## config.mk

```make
export PLATFORM = sky130hd
export DESIGN_NAME = mppt_po_controller
export DESIGN_NICKNAME = d
export VERILOG_FILES = /design/src/rtl/mppt_po_controller.sv
export SDC_FILE = /design/constraint.sdc
export NUM_CORES = 1
export LEC_CHECK = 0
export CORE_UTILIZATION = 60
export DETAILED_ROUTE_END_ITERATION = 10
export PLACE_DENSITY = 0.84
export SLEW_MARGIN = 5
export SYNTH_ARGS = -nofsm -noshare
export SYNTH_HDL_FRONTEND = slang
export SYNTH_SLANG_ARGS = --single-unit
```

## constraint.sdc

```tcl
create_clock -name clk -period 7.3 [get_ports clk]
set_clock_uncertainty 0.1 [all_clocks]
set_input_delay 2.19 -clock clk [delete_from_list [all_inputs] [get_ports clk]]
set_output_delay 2.19 -clock clk [all_outputs]
set_load 0.05 [all_outputs]
```

## src/rtl/mppt_po_controller.sv

```systemverilog
// Perturb-and-observe MPPT controller: samples V and I on a shared ADC, computes P = V*I, and nudges the PWM duty.
// Optional macro MPPT_ADAPTIVE_STEP_EN enables a 4x step when |power - prev_power| > 1024.
module mppt_po_controller #(
  parameter int unsigned DUTY_INIT     = 128,
  parameter int unsigned DUTY_MIN      = 16,
  parameter int unsigned DUTY_MAX      = 240,
  parameter int unsigned STEP          = 2,
  parameter int unsigned SETTLE_CYCLES = 1000,
  parameter int unsigned ADC_TIMEOUT   = 255
) (
  input  logic        clk,
  input  logic        rst,
  input  logic        enable,
  output logic        adc_req,
  output logic        adc_sel,
  input  logic        adc_valid,
  input  logic [7:0]  adc_data,
  output logic [7:0]  duty,
  output logic        duty_upd,
  output logic [15:0] power,
  output logic        dir,
  output logic        busy,
  output logic        fault
);

  typedef enum logic [3:0] {
    IDLE, REQ_V, WAIT_V, REQ_I, WAIT_I, COMPUTE, DECIDE, PERTURB, SETTLE
  } state_t;

  localparam int unsigned CNT_MAX = (SETTLE_CYCLES > ADC_TIMEOUT) ? SETTLE_CYCLES : ADC_TIMEOUT;
  localparam int          CNT_W   = $clog2(CNT_MAX + 1);
  localparam logic [CNT_W-1:0] SETTLE_LAST  = CNT_W'(SETTLE_CYCLES - 1);
  localparam logic [CNT_W-1:0] TIMEOUT_LAST = CNT_W'(ADC_TIMEOUT - 1);

  state_t           state;
  logic [CNT_W-1:0] cnt;
  logic [15:0]      prev_power;
  logic [7:0]       v_q;
  logic [7:0]       i_q;
  logic [8:0]       step9;

`ifdef MPPT_ADAPTIVE_STEP_EN
  logic        big_step;
  logic [15:0] delta;

  always_comb begin
    delta = (power > prev_power) ? (power - prev_power) : (prev_power - power);
  end

  always_ff @(posedge clk) begin
    if (rst)
      big_step <= 1'b0;
    else if (state == DECIDE)
      big_step <= (delta > 16'd1024);
  end

  assign step9 = big_step ? 9'(4 * STEP) : 9'(STEP);
`else
  assign step9 = 9'(STEP);
`endif

  // 9-bit arithmetic so a step past either rail never wraps through 0/255.
  logic [8:0] duty9;
  logic [8:0] up_sum;
  logic [8:0] dn_diff;
  logic       up_hit;
  logic       dn_hit;
  logic [7:0] next_duty;
  logic       clamp_hit;

  // NOTE: every always_comb output gets a default first so no path can infer a latch.
  always_comb begin
    next_duty = duty;
    clamp_hit = 1'b0;
    duty9     = {1'b0, duty};
    up_sum    = duty9 + step9;
    dn_diff   = duty9 - step9;
    up_hit    = (up_sum >= 9'(DUTY_MAX));
    dn_hit    = (duty9 <= 9'(DUTY_MIN) + step9);
    if (dir) begin
      next_duty = up_hit ? 8'(DUTY_MAX) : up_sum[7:0];
      clamp_hit = up_hit;
    end else begin
      next_duty = dn_hit ? 8'(DUTY_MIN) : dn_diff[7:0];
      clamp_hit = dn_hit;
    end
  end

  // NOTE: pure datapath captures carry no reset; they are always written before being read.
  always_ff @(posedge clk) begin
    if (adc_valid && state == WAIT_V) v_q <= adc_data;
    if (adc_valid && state == WAIT_I) i_q <= adc_data;
  end

  // NOTE: all sequential state uses non-blocking assignments so every register sees pre-edge values.
  always_ff @(posedge clk) begin
    if (rst) begin
      state      <= IDLE;
      cnt        <= '0;
      duty       <= 8'(DUTY_INIT);
      dir        <= 1'b1;
      power      <= '0;
      prev_power <= '0;
      adc_req    <= 1'b0;
      adc_sel    <= 1'b0;
      duty_upd   <= 1'b0;
      busy       <= 1'b0;
      fault      <= 1'b0;
    end else begin
      adc_req  <= 1'b0;
      duty_upd <= 1'b0;
      case (state)
        IDLE: begin
          if (enable && !fault) begin
            state   <= REQ_V;
            adc_req <= 1'b1;
            adc_sel <= 1'b0;
            busy    <= 1'b1;
          end
        end
        REQ_V: begin
          state <= WAIT_V;
          cnt   <= '0;
        end
        WAIT_V: begin
          if (adc_valid) begin
            state   <= REQ_I;
            adc_req <= 1'b1;
            adc_sel <= 1'b1;
          end else if (cnt == TIMEOUT_LAST) begin
            state <= IDLE;
            fault <= 1'b1;
            busy  <= 1'b0;
          end else begin
            cnt <= cnt + CNT_W'(1);
          end
        end
        REQ_I: begin
          state <= WAIT_I;
          cnt   <= '0;
        end
        WAIT_I: begin
          if (adc_valid) begin
            state <= COMPUTE;
          end else if (cnt == TIMEOUT_LAST) begin
            state <= IDLE;
            fault <= 1'b1;
            busy  <= 1'b0;
          end else begin
            cnt <= cnt + CNT_W'(1);
          end
        end
        COMPUTE: begin
          power <= {8'd0, v_q} * {8'd0, i_q};
          state <= DECIDE;
        end
        DECIDE: begin
          if (power < prev_power) dir <= ~dir;
          prev_power <= power;
          state      <= PERTURB;
        end
        PERTURB: begin
          duty     <= next_duty;
          duty_upd <= (next_duty != duty);
          if (clamp_hit) dir <= ~dir;
          cnt   <= '0;
          state <= SETTLE;
        end
        SETTLE: begin
          if (cnt == SETTLE_LAST) begin
            state <= IDLE;
            busy  <= 1'b0;
          end else begin
            cnt <= cnt + CNT_W'(1);
          end
        end
        default: begin
          state <= IDLE;
          busy  <= 1'b0;
        end
      endcase
    end
  end

endmodule

```

Word-level counts from Yosys, hierarchy flattened
Cells that the tools add are included.
{"block": "word_totals", "register_bits": 76, "inputBits": 12, "output_inout_bits": 30, "wordCells": 90}
{"block": "op_classes", "addsub": 3, "multipliers": 1, "n_lt_le_gt_ge": 3, "eq_ne": 20, "muxes": 28, "bitwise_logic": 4, "reduce_logical": 18}
{"op": "$pmux 4 s9", "n": 1}
{"op": "$mux 10", "n": 3}
{"op": "$pmux 10 s3", "n": 1}
{"op": "$mux 8", "n": 3}
{"op": "$mux 4", "n": 5}
{"op": "$eq 4x3->1 const B", "n": 4}
{"op": "$lt 16x16->1", "n": 1}
{"op": "$mul 8x8->16", "n": 1}
{"op": "$ne 2x2->1 const B", "n": 8}
{"op": "$mux 1", "n": 11}
{"op": "$add 10x1->10 const B", "n": 1}
{"op": "$eq 10x10->1 const B", "n": 1}
{"op": "$eq 10x8->1 const B", "n": 1}
{"op": "$add 8x2->9 const B", "n": 1}
{"op": "$ge 9x8->1 const B", "n": 1}
{"op": "$reduce_and 3->1", "n": 3}
{"op": "$eq 4x2->1 const B", "n": 2}
{"op": "$le 8x5->1 const B", "n": 1}
{"op": "$ne 8x8->1", "n": 1}
{"op": "$sub 8x2->8 const B", "n": 1}
{"op": "$pmux 1 s2", "n": 3}
{"op": "$reduce_and 5->1", "n": 1}
{"op": "$reduce_or 5->1", "n": 1}
{"op": "$eq 4x1->1 const B", "n": 1}
{"op": "13 further kinds", "n": 20}

Logic depth before layout (Yosys ltp)
Gate-level depths: netlist of run 1.
{"block": "depth", "depth_word": 5, "mapped_depth": 16, "depth_no_buf": 16}

Least setup slack after synthesis of run 1
No wires, ideal clock.
{"block": "synth_path", "path_type": "register to register", "startpoint": "register i_q[7]", "endpoint": "register power[15]", "setup_ps": 91, "arrival_time_ps": 4366, "required_time_ps": 7109, "path_slack_ps": 2743, "stages_incl_launch_ff": 14, "path_buffers": 0, "period_less_slack_ps": 4557, "cell_sequence": "edfxtp_1 -> and2_1 -> fa_1 -> fa_1 -> fa_1 -> inv_1 -> fa_1 -> inv_1 -> ha_1 -> or4_4 -> o2111ai_2 -> a31oi_1 -> or3_1 -> a311oi_1"}
{"block": "synth_via", "elab_chain_cells": 1}
{"element": "start: declaration", "line": "39", "source": "logic [7:0] i_q;"}
{"element": "start signal: assignment", "line": "92", "source": "if (adc_valid && state == WAIT_I) i_q <= adc_data;"}
{"element": "$mul 8x8->16", "line": "154", "source": "power <= {8'd0, v_q} * {8'd0, i_q};"}
{"element": "end signal: assignment", "line": "154"}
{"element": "end: declaration", "line": "20", "source": "output logic [15:0] power,"}
Every way passes these cells.
A chain may end at the register's enable or synchronous reset.

Worst setup path after layout of run 1
Same ends and word-level chain as after synthesis.

==> results of run 1 <==
-- power groups by stage --
stage | clock network (mW) | logic, mW | registers [mW]
6_report | 0.314 | 0.180 | 0.444
2_1_floorplan | 0 | 0.135 | 0.455
3_3_place_gp | 0 | 0.171 | 0.453
5_1_grt | 0.329 | 0.208 | 0.446
3_5_place_dp | 0 | 0.177 | 0.454
4_1_cts | 0.316 | 0.180 | 0.444
-- routing by layer --
metal | up-vias | routed length, µm
li1 | 2373 | -
met1 | 2383 | 5440
met2 | 114 | 6620
met3 | 20 | 473
met4 | 0 | 180
met5 | - | 0
-- worst min path at each step --
stage	cells past startpoint	end	slack (ns)	start
after global placement	2	prev_power[14]	0.34	prev_power[14]
final	2	prev_power[14]	0.36	prev_power[14]
after CTS	2	prev_power[14]	0.36	prev_power[14]
after detailed placement	2	prev_power[14]	0.35	prev_power[14]
after floorplan	2	prev_power[10]	0.34	prev_power[10]
after global routing	2	prev_power[8]	0.39	prev_power[8]
-- metrics by stage --
step / utilization / setup slack [ns] / std cells / hold slack (ns) / instance area (µm²)
floorplan: - / 2.74 / 674 / 0.336 / 5790
global placement: 0.676 / 2.59 / 820 / 0.343 / 6280
detailed placement: 0.676 / 2.50 / 820 / 0.346 / 6280
CTS: 0.695 / 2.49 / 836 / 0.359 / 6450
global route: 0.695 / 2.30 / 836 / 0.389 / 6450
finish: 0.695 / 2.49 / 836 / 0.359 / 6450
-- kinds of logic after synthesis --
logic type / after synthesis
AND/OR/NAND/NOR: 262
AO/OA/AOI/OAI: 132
buffers and inverters: 102
adder cells (fa/ha/maj): 92
flip-flops: 76
XOR/XNOR: 8
multiplexers: 2
-- flip-flops by register name, indices dropped and copies added, names as in the netlist --
name and flops:
dir 1, adc_req 1, state 4, cnt 10, fault 1, adc_sel 1, busy 1, duty 8
v_q 8, i_q 8, prev_power 16, duty_upd 1, power 16
-- cells in the final DEF, fill, tap and decap left out, drive strengths merged, types with 3 or more instances in the layout --
cell / n
o21ai: 21
clkbuf: 9
fa: 36
a21o: 5
xor2: 3
nor2: 32
nor2b: 9
and3: 8
o21a: 4
or4: 5
a31oi: 7
nand2b: 6
nor4b: 3
inv: 81
xnor2: 5
a311oi: 3
ha: 56
nor4: 6
clkdlybuf4s50: 41
a21oi: 54
nand3: 28
a211oi: 12
and2: 54
or2: 3
or3: 9
o31ai: 5
nor3: 17
nand4: 6
a2111oi: 4
edfxtp: 16
dfxtp: 60
nand2: 71
-- worst register-to-register path: stages, from the launching register on --
cell and delay (ns):
edfxtp_1 0.49, and2_1 0.23, fa_1 0.51, fa_1 0.52
fa_1 0.55, inv_1 0.06, fa_1 0.52, inv_1 0.04
ha_1 0.25, or4_4 0.56, o2111ai_2 0.20, a31oi_1 0.13
or3_1 0.32, a311oi_1 0.25
-- final cells by class --
cell class                 instances  area, µm²  share of cell area
clock buffer                       9        124              0.0192
multi-input combinational        496       3730               0.577
timing repair buffer              42        418              0.0647
clock inverter                     7       55.1             0.00853
tap                              129        161              0.0250
sequential                        76       1680               0.261
inverter                          77        289              0.0448
==> results.tsv, run 1 <==
stage	metric	value	unit
yosys	synth_seq_cells	76	
detailed_routing	first_pass_iters	5	
power_and_ir_drop	clkPwrFrac	0.334	
run_status	status	complete, no violations	
die	dieArea	0.0101	mm²
yosys	yosys-top-cells-count	76 x inv_1, 71 x nand2_1, 60 x dfxtp_1	
setup_path	crit_start	i_q[7]	
power_and_ir_drop	totalPowerFinal	0.938	mW
detailed_routing	drcViolationCount	0	
setup_path	crit_cells	13	
setup_path	path_buf_inv	2	
timing	slew_violations	0	
placed_design	gp_congestion	0.938	
layout	final_net_count	806	
yosys	synth_compound_area_frac	0.145	
yosys	synth.distinct_cells	58	
yosys	yosys.area_share.simple	0.236	
clocking	cts_htree_levels	3	
yosys	syn_area	0.00579	mm²
placed_design	portBuffers	41	
setup_path	worstPathArrival	4.99	ns
timing	post-route-period-util	0.659	
power_and_ir_drop	power.internal	0.639	mW
setup_path	r2r_cells	13	
global_route	grt.busiest_layer	met2	
timing	hold_viol	0	
setup_path	slowest_stage	or4_4	
yosys	ys_seq_area_frac	0.290	
placed_design	dp_hpwl	9460	µm
yosys	synth_fa_ha_area_frac	0.245	
yosys	synth_xor_area_frac	0.0121	
worst_hold_path	min-delay-path-class	reg2reg	
layout	fillCellCount	747	
run	maxCapViolCount	0	
setup_path	r2r_slack	2.49	ns
yosys	yosys-top-cells-area	dfxtp_1 21%, fa_1 12%, ha_1 12%	
yosys	synth_top_family_by_area	adder cells	
power_and_ir_drop	p_leak	2.58	nW
global_route	gr-usage-met3	0.0355	
detailed_routing	vias_per_cell	5.85	
setup_path	crit_type	reg2reg	
setup_path	crit_path_end	power[15]	
power_and_ir_drop	powerDensity	145	mW/mm²
global_route	use_met1	0.339	
die	ios	42	
timing	setup_viol	0	
global_route	grt_max_degree	50	
detailed_routing	drt_wl_total	12700	µm
clocking	clockBufferDepth	2	
clocking	cts_setup_buffers	0	
clocking	cts_tree	built	
layout	area.growth.synth_to_final	11.4	%
timing	timing.setup.tns	0	ns
yosys	synth_warnings	0	
setup_path	cp_slowest_stage_delay	0.56	ns
setup_path	crit_required	7.48	ns
yosys	synth_edf_count	16	
timing	final.min_clock_period	4.81	ns
die	die_w	100	µm
global_route	track_usage	0.277	
layout	n_antenna_cell	0	
detailed_routing	drtIter0Drc	190	
power_and_ir_drop	combPwrFrac	0.192	
power_and_ir_drop	ir_worst_vdd	0.000105	V
clocking	clk_latency	0.37	ns
power_and_ir_drop	p_switching	0.299	mW
setup_path	critPathLaunchType	flop	
die	core	0.00928	mm²
die	rows	35	
setup_path	crit_path_cell_trace	and2_1, fa_1, fa_1, fa_1, inv_1, fa_1, inv_1, ha_1, or4_4, o2111ai_2, a31oi_1, or3_1, a311oi_1	
global_route	grtUsageMet2	0.501	
power_and_ir_drop	p_seq_frac	0.474	
clocking	path_clk_slew	0.09	ns
die	fp.dieH	100	µm
setup_path	timing.rr.start	i_q[7]	
setup_path	cp_max_fo	8	
detailed_routing	num_vias	4890	
yosys	syn-num-nets	778	
global_route	grt_antenna_before_repair	0	
clocking	cts.sinks	76	
yosys	post_synth_mux_area_share	0.00367	
global_route	grt_pass1_wl	22100	µm
power_and_ir_drop	swShare	0.319	
yosys	synthFlopType	dfxtp_1	
yosys	async_flop_share	0	
detailed_routing	ant_nets	0	
setup_path	cp_top_family	adder cells	
clocking	cts_buffers	9	
layout	layout-drive-gt1-share	0.0438	
yosys	avgSynthCellArea	8.59	µm²
global_route	overflow	0	
setup_path	r2r-end	power[15]	
clocking	root_buffer	clkbuf_8	
setup_path	cp_common_cell	fa_1	
detailed_routing	wire_per_inst	15.2	µm
global_route	grt_pass1_vias	4822	
timing	rsz0062_at_grt	false	
die	start_util	0.624	
yosys	synth_largest_area_cell	dfxtp_1	
setup_path	cp-end-kind	flop	
timing	fmax	0.208	GHz
clocking	ctsResizeCount	0	
yosys	synthCells	674	
timing	worst_pin_slew	1.21	ns
yosys	yosys.area.top_type_share	0.207	
yosys	synth_most_common_cell	inv_1	
clocking	postCtsHoldBufs	0	
timing	maxSlewHeadroom	0.194	
Power figures use the tool's default switching activity.
==> run 2: changes to the inputs <==
CORE_UTILIZATION = 54   (was 60)
PLACE_DENSITY = 0.8   (was 0.84)
clock period = 4.05 ns   (was 7.3 ns; I/O delays follow)
==> results.tsv, run 2 (synthesis results as in run 1) <==
stage	metric	value	unit	change
power_and_ir_drop	totalPowerFinal	1.95	mW	+110%
placed_design	portBuffers	41		unchanged
placed_design	dp_slack	-0.505	ns	-3.01 ns
timing	rsz0062_at_grt	true		
layout	layout-drive-gt1-share	0.153		+0.109
setup_path	crit_type	reg2reg		
layout	design_area	0.00711	mm²	+10%
detailed_routing	drcViolationCount	0		unchanged
layout	final_net_count	857		+6.3%
timing	final.min_clock_period	4.66	ns	-0.150 ns
die	core	0.0104	mm²	+12%
die	dieArea	0.0111	mm²	+11%
detailed_routing	wire_per_inst	15.4	µm	+1.6%
layout	n_antenna_cell	0		unchanged
layout	top_regs	power x16, prev_power x16, cnt x10		
setup_path	worstPathArrival	4.85	ns	-0.14 ns
die	rows	37		+5.7%
clocking	path_clk_slew	0.10	ns	about the same
detailed_routing	drt_wl_total	13800	µm	+8.6%
clocking	cts_htree_levels	3		unchanged
detailed_routing	drtIter0Drc	257		+35%
power_and_ir_drop	p_leak	2.89	nW	+12%
detailed_routing	num_vias	5076		+3.8%
timing	setup_viol	9		+9
layout	layout_common_cells	71 x inv_1, 70 x nand2_1, 60 x dfxtp_1		
global_route	grt_pass1_vias	5127		+6.3%
setup_path	r2r_slack	-0.61	ns	-3.10 ns
clocking	clockBufferDepth	2		unchanged
timing	timing.setup.tns	-2.57	ns	-2.57 ns
setup_path	critPathLaunchType	flop		
global_route	grt_pass1_wl	23100	µm	+4.7%
die	die_w	106	µm	+5.3%
global_route	track_usage	0.260		-0.0166
run_status	violations	negative setup slack		
die	fp.dieH	106	µm	+5.3%
setup_path	cp-end-kind	flop		
global_route	grt_max_degree	49		-2.0%
setup_path	crit_required	4.24	ns	-3.24 ns
detailed_routing	first_pass_iters	7		+2
global_route	grt_antenna_before_repair	0		unchanged
layout	mostFrequentLayoutCell	inv_1		
timing	hold_viol	0		unchanged
clocking	clk_latency	0.37	ns	about the same
placed_design	placed_cell_area	0.00661	mm²	+5.4%
layout	fin_util	0.685		-0.00995
die	ios	42		unchanged
clocking	cts_buffers	9		unchanged
detailed_routing	vias_per_cell	5.68		-2.9%
placed_design	dp_hpwl	9790	µm	+3.5%
global_route	overflow	0		unchanged
die	start_util	0.559		-0.0653
run	maxCapViolCount	0		unchanged
timing	post-route-period-util	1.15		+0.492
worst_hold_path	min-delay-path-class	reg2reg		
timing	setup_ws	-0.609	ns	-3.10 ns
timing	maxSlewHeadroom	0.270		+0.0763
detailed_routing	ant_nets	0		unchanged
run_status	status	complete, but fails checks		
placed_design	dp.cells	863		+5.2%
timing	slew_violations	0		unchanged
timing	fmax	0.215	GHz	+3.2%
timing	worst_pin_slew	1.09	ns	-0.115 ns
clocking	cts_tree	built		
clocking	root_buffer	clkbuf_8		
layout	area.growth.synth_to_final	22.7	%	
power_and_ir_drop	powerDensity	275	mW/mm²	+89%
power_and_ir_drop	ir_worst_vdd	0.000197	V	+87%
placed_design	gp_congestion	0.901		-3.9%
timing	whs	0.359	ns	+0.0000920 ns
layout	fillCellCount	793		+6.2%
layout	stdcell_count	894		+6.9%
clocking	cts.sinks	76		unchanged
setup_path	cp_max_fo	3		-5
clocking	postCtsHoldBufs	0		unchanged
-- run 2: cell types whose count changed in the layout (fill, tap and decap cells not counted), sizes merged --
cell      change
bufinv        +2
clkinvlp      -1
buf          +51
clkinv        +1
inv           -3
clkbuf        +1
-- run 2: path summary, 6_finish.rpt --
path | cells after the start | endpoint | start
max reg2reg | 14 | power[15] | i_q[4]
min | 2 | prev_power[7] | prev_power[7]
max | 14 | power[15] | i_q[4]
min reg2reg | 2 | prev_power[7] | prev_power[7]
-- run 2: timing repair --
item | 4_1_cts | 5_1_grt
hold endpoints to repair | 0 | 0
pin swaps | 27 | 7
setup buffers | 14 | 1
gates resized for setup | 23 | 16
setup endpoints to repair | 9 | 10
-- run 2: power breakdown --
group	internal (mW)	switching (mW)	leakage, nW
Combinational	0.208	0.242	2.14
Clock	0.390	0.316	0.123
Sequential	0.783	0.0156	0.629
Total	1.38	0.573	2.89
-- run 2: final cells by class --
cell class | count | area (µm²) | share of cell area
inverter | 77 | 289 | 0.0407
clock inverter | 6 | 93.8 | 0.0132
clock buffer | 10 | 149 | 0.0210
sequential | 76 | 1680 | 0.237
tap | 136 | 170 | 0.0239
timing repair buffer | 93 | 842 | 0.118
multi-input combinational | 496 | 3880 | 0.546
-- run 2: critical path, stage by stage (launching register included) --
cell and delay, ns:
edfxtp_1 0.43, buf_4 0.16, and2_4 0.13, fa_1 0.47, fa_1 0.52, fa_1 0.52, inv_1 0.05, fa_1 0.49
inv_2 0.05, ha_4 0.15, or4_4 0.55, o2111ai_4 0.21, a31oi_1 0.14, or3_1 0.32, a311oi_1 0.26
-- run 2: metal layers --
| metal | vias to the layer above | global-route usage | wire, µm |
|---|---|---|---|
| met3 | 34 | 0.0377 | 533 |
| met1 | 2445 | 0.300 | 5700 |
| met4 | 0 | 0.116 | 381 |
| met2 | 122 | 0.475 | 7200 |
| met5 | - | 0 | 0 |
| li1 | 2475 | - | - |
==> run 3: changes to the inputs <==
ABC_AREA = 0   (was not set)
ABC_CLOCK_PERIOD_IN_PS = 4050   (was not set)
==> results of run 3 <==
Same layout as run 2: the final DEF is identical, and so are final timing and power.
==> edit 1 (config.mk and constraints of run 2) <==
Encoding of `state_t`: now Gray code (4 bits for 9 states).
--- a/src/rtl/mppt_po_controller.sv
+++ b/src/rtl/mppt_po_controller.sv
@@ -24,7 +24,7 @@
 );
 
   typedef enum logic [3:0] {
-    IDLE, REQ_V, WAIT_V, REQ_I, WAIT_I, COMPUTE, DECIDE, PERTURB, SETTLE
+    IDLE = 4'b0000, REQ_V = 4'b0001, WAIT_V = 4'b0011, REQ_I = 4'b0010, WAIT_I = 4'b0110, COMPUTE = 4'b0111, DECIDE = 4'b0101, PERTURB = 4'b0100, SETTLE = 4'b1100
   } state_t;
 
   localparam int unsigned CNT_MAX = (SETTLE_CYCLES > ADC_TIMEOUT) ? SETTLE_CYCLES : ADC_TIMEOUT;
Check against the original RTL: same outputs for any inputs over 4 cycles, from zero or initial values and one cycle with rst high; so few cycles prove little.
==> edit 1 against run 2 <==
  * Synthesized area up 0.48%
  * Worst hold slack worse by 0.00070 ns
  * Worst setup slack better by 0.35 ns
  * Sequential cell count unchanged
  * Cell area down 0.62%
  * Wire length down 1.7%
  * The flow still finishes with violations (negative setup slack)
  * Largest cell class unchanged
Power is not compared: it rests on default switching activity, and its combinational part moved more than twofold at a synthesized area within 25%.
==> edit 1: results (changes against run 2) <==
- Worst R2R Start: v_q[3] (was i_q[4])
- Proportion of layout cells with a drive suffix above 1: 17.0% (was 15.3%)
- Number of optimization iterations in the first detailed-route pass: 5 (was 7)
- Worst Reg-to-Reg Cells: 13 (was 14)
- Run status: finished with violations (unchanged)
- Most frequent cells after synthesis: sky130_fd_sc_hd__inv_1, sky130_fd_sc_hd__nand2_1, sky130_fd_sc_hd__dfxtp_1, sky130_fd_sc_hd__and2_1, sky130_fd_sc_hd__ha_1 (was sky130_fd_sc_hd__inv_1, sky130_fd_sc_hd__nand2_1, sky130_fd_sc_hd__dfxtp_1, sky130_fd_sc_hd__ha_1)
- Number of global-route vias before repair: 5198 (was 5127)
- Share of the yosys chip area belonging to registers: 28.9% (was 29.0%)
- Endpoint of the most critical register-to-register path: power[13] (was power[15])
- Routing usage on met3: 4.33% (was 3.77%)
- Synthesized area divided by synthesized cell count: 8.90 um2 (was 8.59 um2)
- GR Layer Usage met1: 31.9% (was 30.0%)
- Total cell area at the placement stage: 6590 um2 (was 6610 um2)
- Post-DR vias/cell: 5.65 (was 5.68)
- Ranking of synthesized cells by area: sky130_fd_sc_hd__dfxtp_1, sky130_fd_sc_hd__fa_1, sky130_fd_sc_hd__ha_1 (unchanged)
- First DRT Iteration DRCs: 251 (was 257)
- Worst hold-check slack: 0.358 ns (was 0.359 ns)
- Pin count of the biggest net entering global routing: 23 (was 49)
- Half-perimeter wire length of the detailed placement result: 10100 um (was 9790 um)
- Final setup violation count: 8 (was 9)
- Registers with the most flip-flops: power x16, prev_power x16, cnt x10 (unchanged)
- Global-route wire length before repair: 24000 um (was 23100 um)
- Synthesized net count: 758 (was 778)
- Final routed wire length divided by cell count: 15.5 um (was 15.4 um)
- Final setup slack of the worst path: -0.254 ns (was -0.609 ns)
- Startpoint of the worst hold path: prev_power[12] (was prev_power[7])
- Crit-path max cell delay: 0.57 ns (was 0.55 ns)
- GR Layer Usage met2: 48.0% (was 47.5%)
- GP Congestion: 0.886 (was 0.901)
- Violated checks: negative setup slack (unchanged)
- Placed instance count: 843 (was 863)
- Total Neg Setup Slack: -1.24 ns (was -2.57 ns)
- Actual slew at the worst max-slew pin: 1.12 ns (was 1.09 ns)
-- edit 1: kinds of logic after synthesis --
kind of cell	Yosys count	share of synthesized area [%]
buffers and inverters	97	6.92
flip-flops	76	28.9
AO/OA/AOI/OAI	127	14.6
adder cells (fa/ha/maj)	92	24.4
AND/OR/NAND/NOR	245	22.5
multiplexers	2	0.344
XOR/XNOR	15	2.26
-- edit 1: area by class of cell --
type | count | area, um2 | area share (%)
tap | 136 | 170 | 2.41
inverter | 74 | 278 | 3.93
clock inverter | 7 | 67.6 | 0.957
timing repair buffer | 95 | 823 | 11.7
multi-input combinational | 481 | 3920 | 55.5
clock buffer | 9 | 124 | 1.75
sequential | 76 | 1680 | 23.8
-- edit 1: power groups by stage --
stage / sequential [mW] / clock, mW / combinational [mW]
after floorplan: 0.973 / 0 / 0.751
after global placement: 0.935 / 0 / 1.03
after detailed placement: 0.939 / 0 / 1.07
after CTS: 0.922 / 0.587 / 1.15
after global routing: 0.937 / 0.619 / 1.31
final: 0.923 / 0.575 / 1.18
-- edit 1: repair_timing --
item                       4_1_cts  5_1_grt
buffers inserted                15        5
pin swaps                       27       10
setup endpoints to repair        9       10
hold endpoints to repair         0        0
gates resized for setup         27        9
-- edit 1: critical path: cells and delay by family (launching register included) --
kind / cells / cell delay, ns
adder cells (fa/ha/maj): 5 / 2.18
AND/OR/NAND/NOR: 3 / 0.94
flip-flops: 1 / 0.48
AO/OA/AOI/OAI: 3 / 0.45
buffers and inverters: 2 / 0.09
-- edit 1: worst max-delay path by stage --
stage / endpoint / slack [ns]
after global placement: power[14] / -0.12
after detailed placement: power[14] / -0.30
after CTS: power[13] / -0.20
after global routing: power[14] / -0.38
after floorplan: power[14] / -0.06
final: power[13] / -0.25
-- edit 1: layer usage --
layer,vias up,routed length [um]
li1,2401,-
met1,2429,5760
met2,108,7040
met3,25,469
met4,0,303
met5,-,0
==> edit 2 (settings of run 2) <==
Without the edit above. The parameter `DUTY_MIN` goes from 16 to 15.
--- a/src/rtl/mppt_po_controller.sv
+++ b/src/rtl/mppt_po_controller.sv
@@ -2,7 +2,7 @@
 // Optional macro MPPT_ADAPTIVE_STEP_EN enables a 4x step when |power - prev_power| > 1024.
 module mppt_po_controller #(
   parameter int unsigned DUTY_INIT     = 128,
-  parameter int unsigned DUTY_MIN      = 16,
+  parameter int unsigned DUTY_MIN      = 15,
   parameter int unsigned DUTY_MAX      = 240,
   parameter int unsigned STEP          = 2,
   parameter int unsigned SETTLE_CYCLES = 1000,
Formal check against the unedited RTL: no difference found for any inputs over 4 cycles, from zero or initial values and one cycle with rst high; that may be too few to reach the edited logic, so the function may still have changed.
==> edit 2 against run 2 <==
  * The run still ends with negative setup slack left
  * Sequential cell count unchanged
  * Via count is 0.32% lower
  * Worst setup slack better by 0.35 ns
  * Synthesized cell count down 0.74%
  * Wire length fell by 2.5%
  * Sequential power increased by 2%
  * Critical path depth unchanged
  * Synthesized area up 0.86%
  * Cell area shrank 1.6%
  * Highest routed layer unchanged
  * Critical path type unchanged
  * Global-route usage down 0.36 points
  * Final cell count down 0.67%
  * Die area increased by 0.84%
  * Power rose by 0.54%
==> edit 2: results (changes against run 2) <==
- Registers with the most flip-flops: power x16, prev_power x16, cnt x10 (unchanged)
- Run status: finished with violations (unchanged)
- Final setup violation count: 7 (was 9)
- Worst-path fanout max: 6 (was 3)
- Half-perimeter wire length of the detailed placement result: 9940 um (was 9790 um)
- Ranking of synthesized cells by area: sky130_fd_sc_hd__dfxtp_1, sky130_fd_sc_hd__fa_1, sky130_fd_sc_hd__ha_1 (unchanged)
- Proportion of layout cells with a drive suffix above 1: 14.2% (was 15.3%)
- Post-DR vias/cell: 5.70 (was 5.68)
- Final wirelength: 13500 um (was 13800 um)
- Wire length on met2: 7100 um (was 7200 um)
- Violated checks: negative setup slack (unchanged)
- Wire length the detailed router placed on met1: 5480 um (was 5700 um)
- Peak supply drop: 245 uV (was 197 uV)
- Number of optimization iterations in the first detailed-route pass: 6 (was 7)
- Count of nets after finishing: 850 (was 857)
- Pin count of the biggest net entering global routing: 30 (was 49)
- Synthesized net count: 772 (was 778)
- Number of global-route vias before repair: 5067 (was 5127)
- Most frequent cells after synthesis: sky130_fd_sc_hd__nand2_1, sky130_fd_sc_hd__inv_1, sky130_fd_sc_hd__dfxtp_1, sky130_fd_sc_hd__ha_1, sky130_fd_sc_hd__and2_1 (was sky130_fd_sc_hd__inv_1, sky130_fd_sc_hd__nand2_1, sky130_fd_sc_hd__dfxtp_1, sky130_fd_sc_hd__ha_1)
- Worst slack at placement: -0.273 ns (was -0.505 ns)
- Area share of the largest cell type after synthesis: 20.6% (was 20.7%)
- Antenna violations before repair: 1 (was 0)
- Share of the yosys chip area belonging to registers: 28.8% (was 29.0%)
- Actual slew at the worst max-slew pin: 0.938 ns (was 1.09 ns)
- Total routing resource utilization after global routing: 25.6% (was 26.0%)
- Share of total power in the clock network: 30.3% (was 36.1%)
- Met3 WL: 493 um (was 533 um)
- Final setup slack of the worst path: -0.259 ns (was -0.609 ns)
- Leakage component of the power: 2.89 nW (about the same)
- Post-synthesis cell type count: 72 (was 58)
- First DRT Iteration DRCs: 307 (was 257)
- Logic power comb: 0.555 mW (was 0.450 mW)
- Global-route wire length before repair: 23000 um (was 23100 um)
- Switching Power: 0.618 mW (was 0.573 mW)
- Highest-delay cell along the critical path: sky130_fd_sc_hd__fa_1 (was sky130_fd_sc_hd__or4_4)
- GP Congestion: 0.881 (was 0.901)
- Crit-path max cell delay: 0.51 ns (was 0.55 ns)
- Clock-pin slew reported for the worst setup and hold paths after clock tree synthesis: 0.08 ns (was 0.10 ns)
- Number of buffers between clock root and the deepest sink: 2 (unchanged)
- Total Neg Setup Slack: -1.03 ns (was -2.57 ns)
-- edit 2: final timing paths --
kind	to	slack [ns]	startpoint
max	power[13]	-0.26	i_q[4]
min	prev_power[6]	0.36	prev_power[6]
max reg2reg	power[13]	-0.26	i_q[4]
min reg2reg	prev_power[6]	0.36	prev_power[6]
-- edit 2: what timing repair did --
item                                    CTS  global route
endpoints found under the setup margin    8             9
hold buffers                              0             0
pin swaps                                11            16
buffers inserted                          6             8
resized for setup                         5            17
-- edit 2: logic make-up after synthesis --
family / Yosys count / share of synthesized area [%]
flip-flops: 76 / 28.8
XOR/XNOR: 12 / 1.93
adder cells (fa/ha/maj): 91 / 24.1
multiplexers: 2 / 0.364
AND/OR/NAND/NOR: 262 / 23.4
AO/OA/AOI/OAI: 130 / 14.7
buffers and inverters: 96 / 6.66
-- edit 2: through the flow --
| stage | power [mW] | cell area (um2) | cells | utilization [%] |
|---|---|---|---|---|
| 2_1_floorplan | 1.18 | 5880 | 669 | - |
| 3_3_place_gp | 1.33 | 6610 | 858 | 63.5 |
| 3_5_place_dp | 1.35 | 6610 | 858 | 63.5 |
| 4_1_cts | 1.95 | 6870 | 880 | 66.0 |
| 5_1_grt | 2.07 | 6990 | 888 | 67.1 |
| 6_report | 1.96 | 6990 | 888 | 67.1 |
-- edit 2: layer usage --
metal | global-route usage, % | vias up
li1 | - | 2441
met1 | 29.4 | 2462
met2 | 47.2 | 117
met3 | 4.17 | 40
met4 | 10.4 | 0
met5 | 0 | -
-- edit 2: final cells by class --
cell class / instances / area (um2)
well taps: 136 / 170
flip-flops and latches: 76 / 1680
clock inverters: 7 / 76.3
inverters: 72 / 270
clock buffers: 9 / 124
multi-input cells: 497 / 3870
fillers: 825 / 3430
repair buffers: 91 / 793
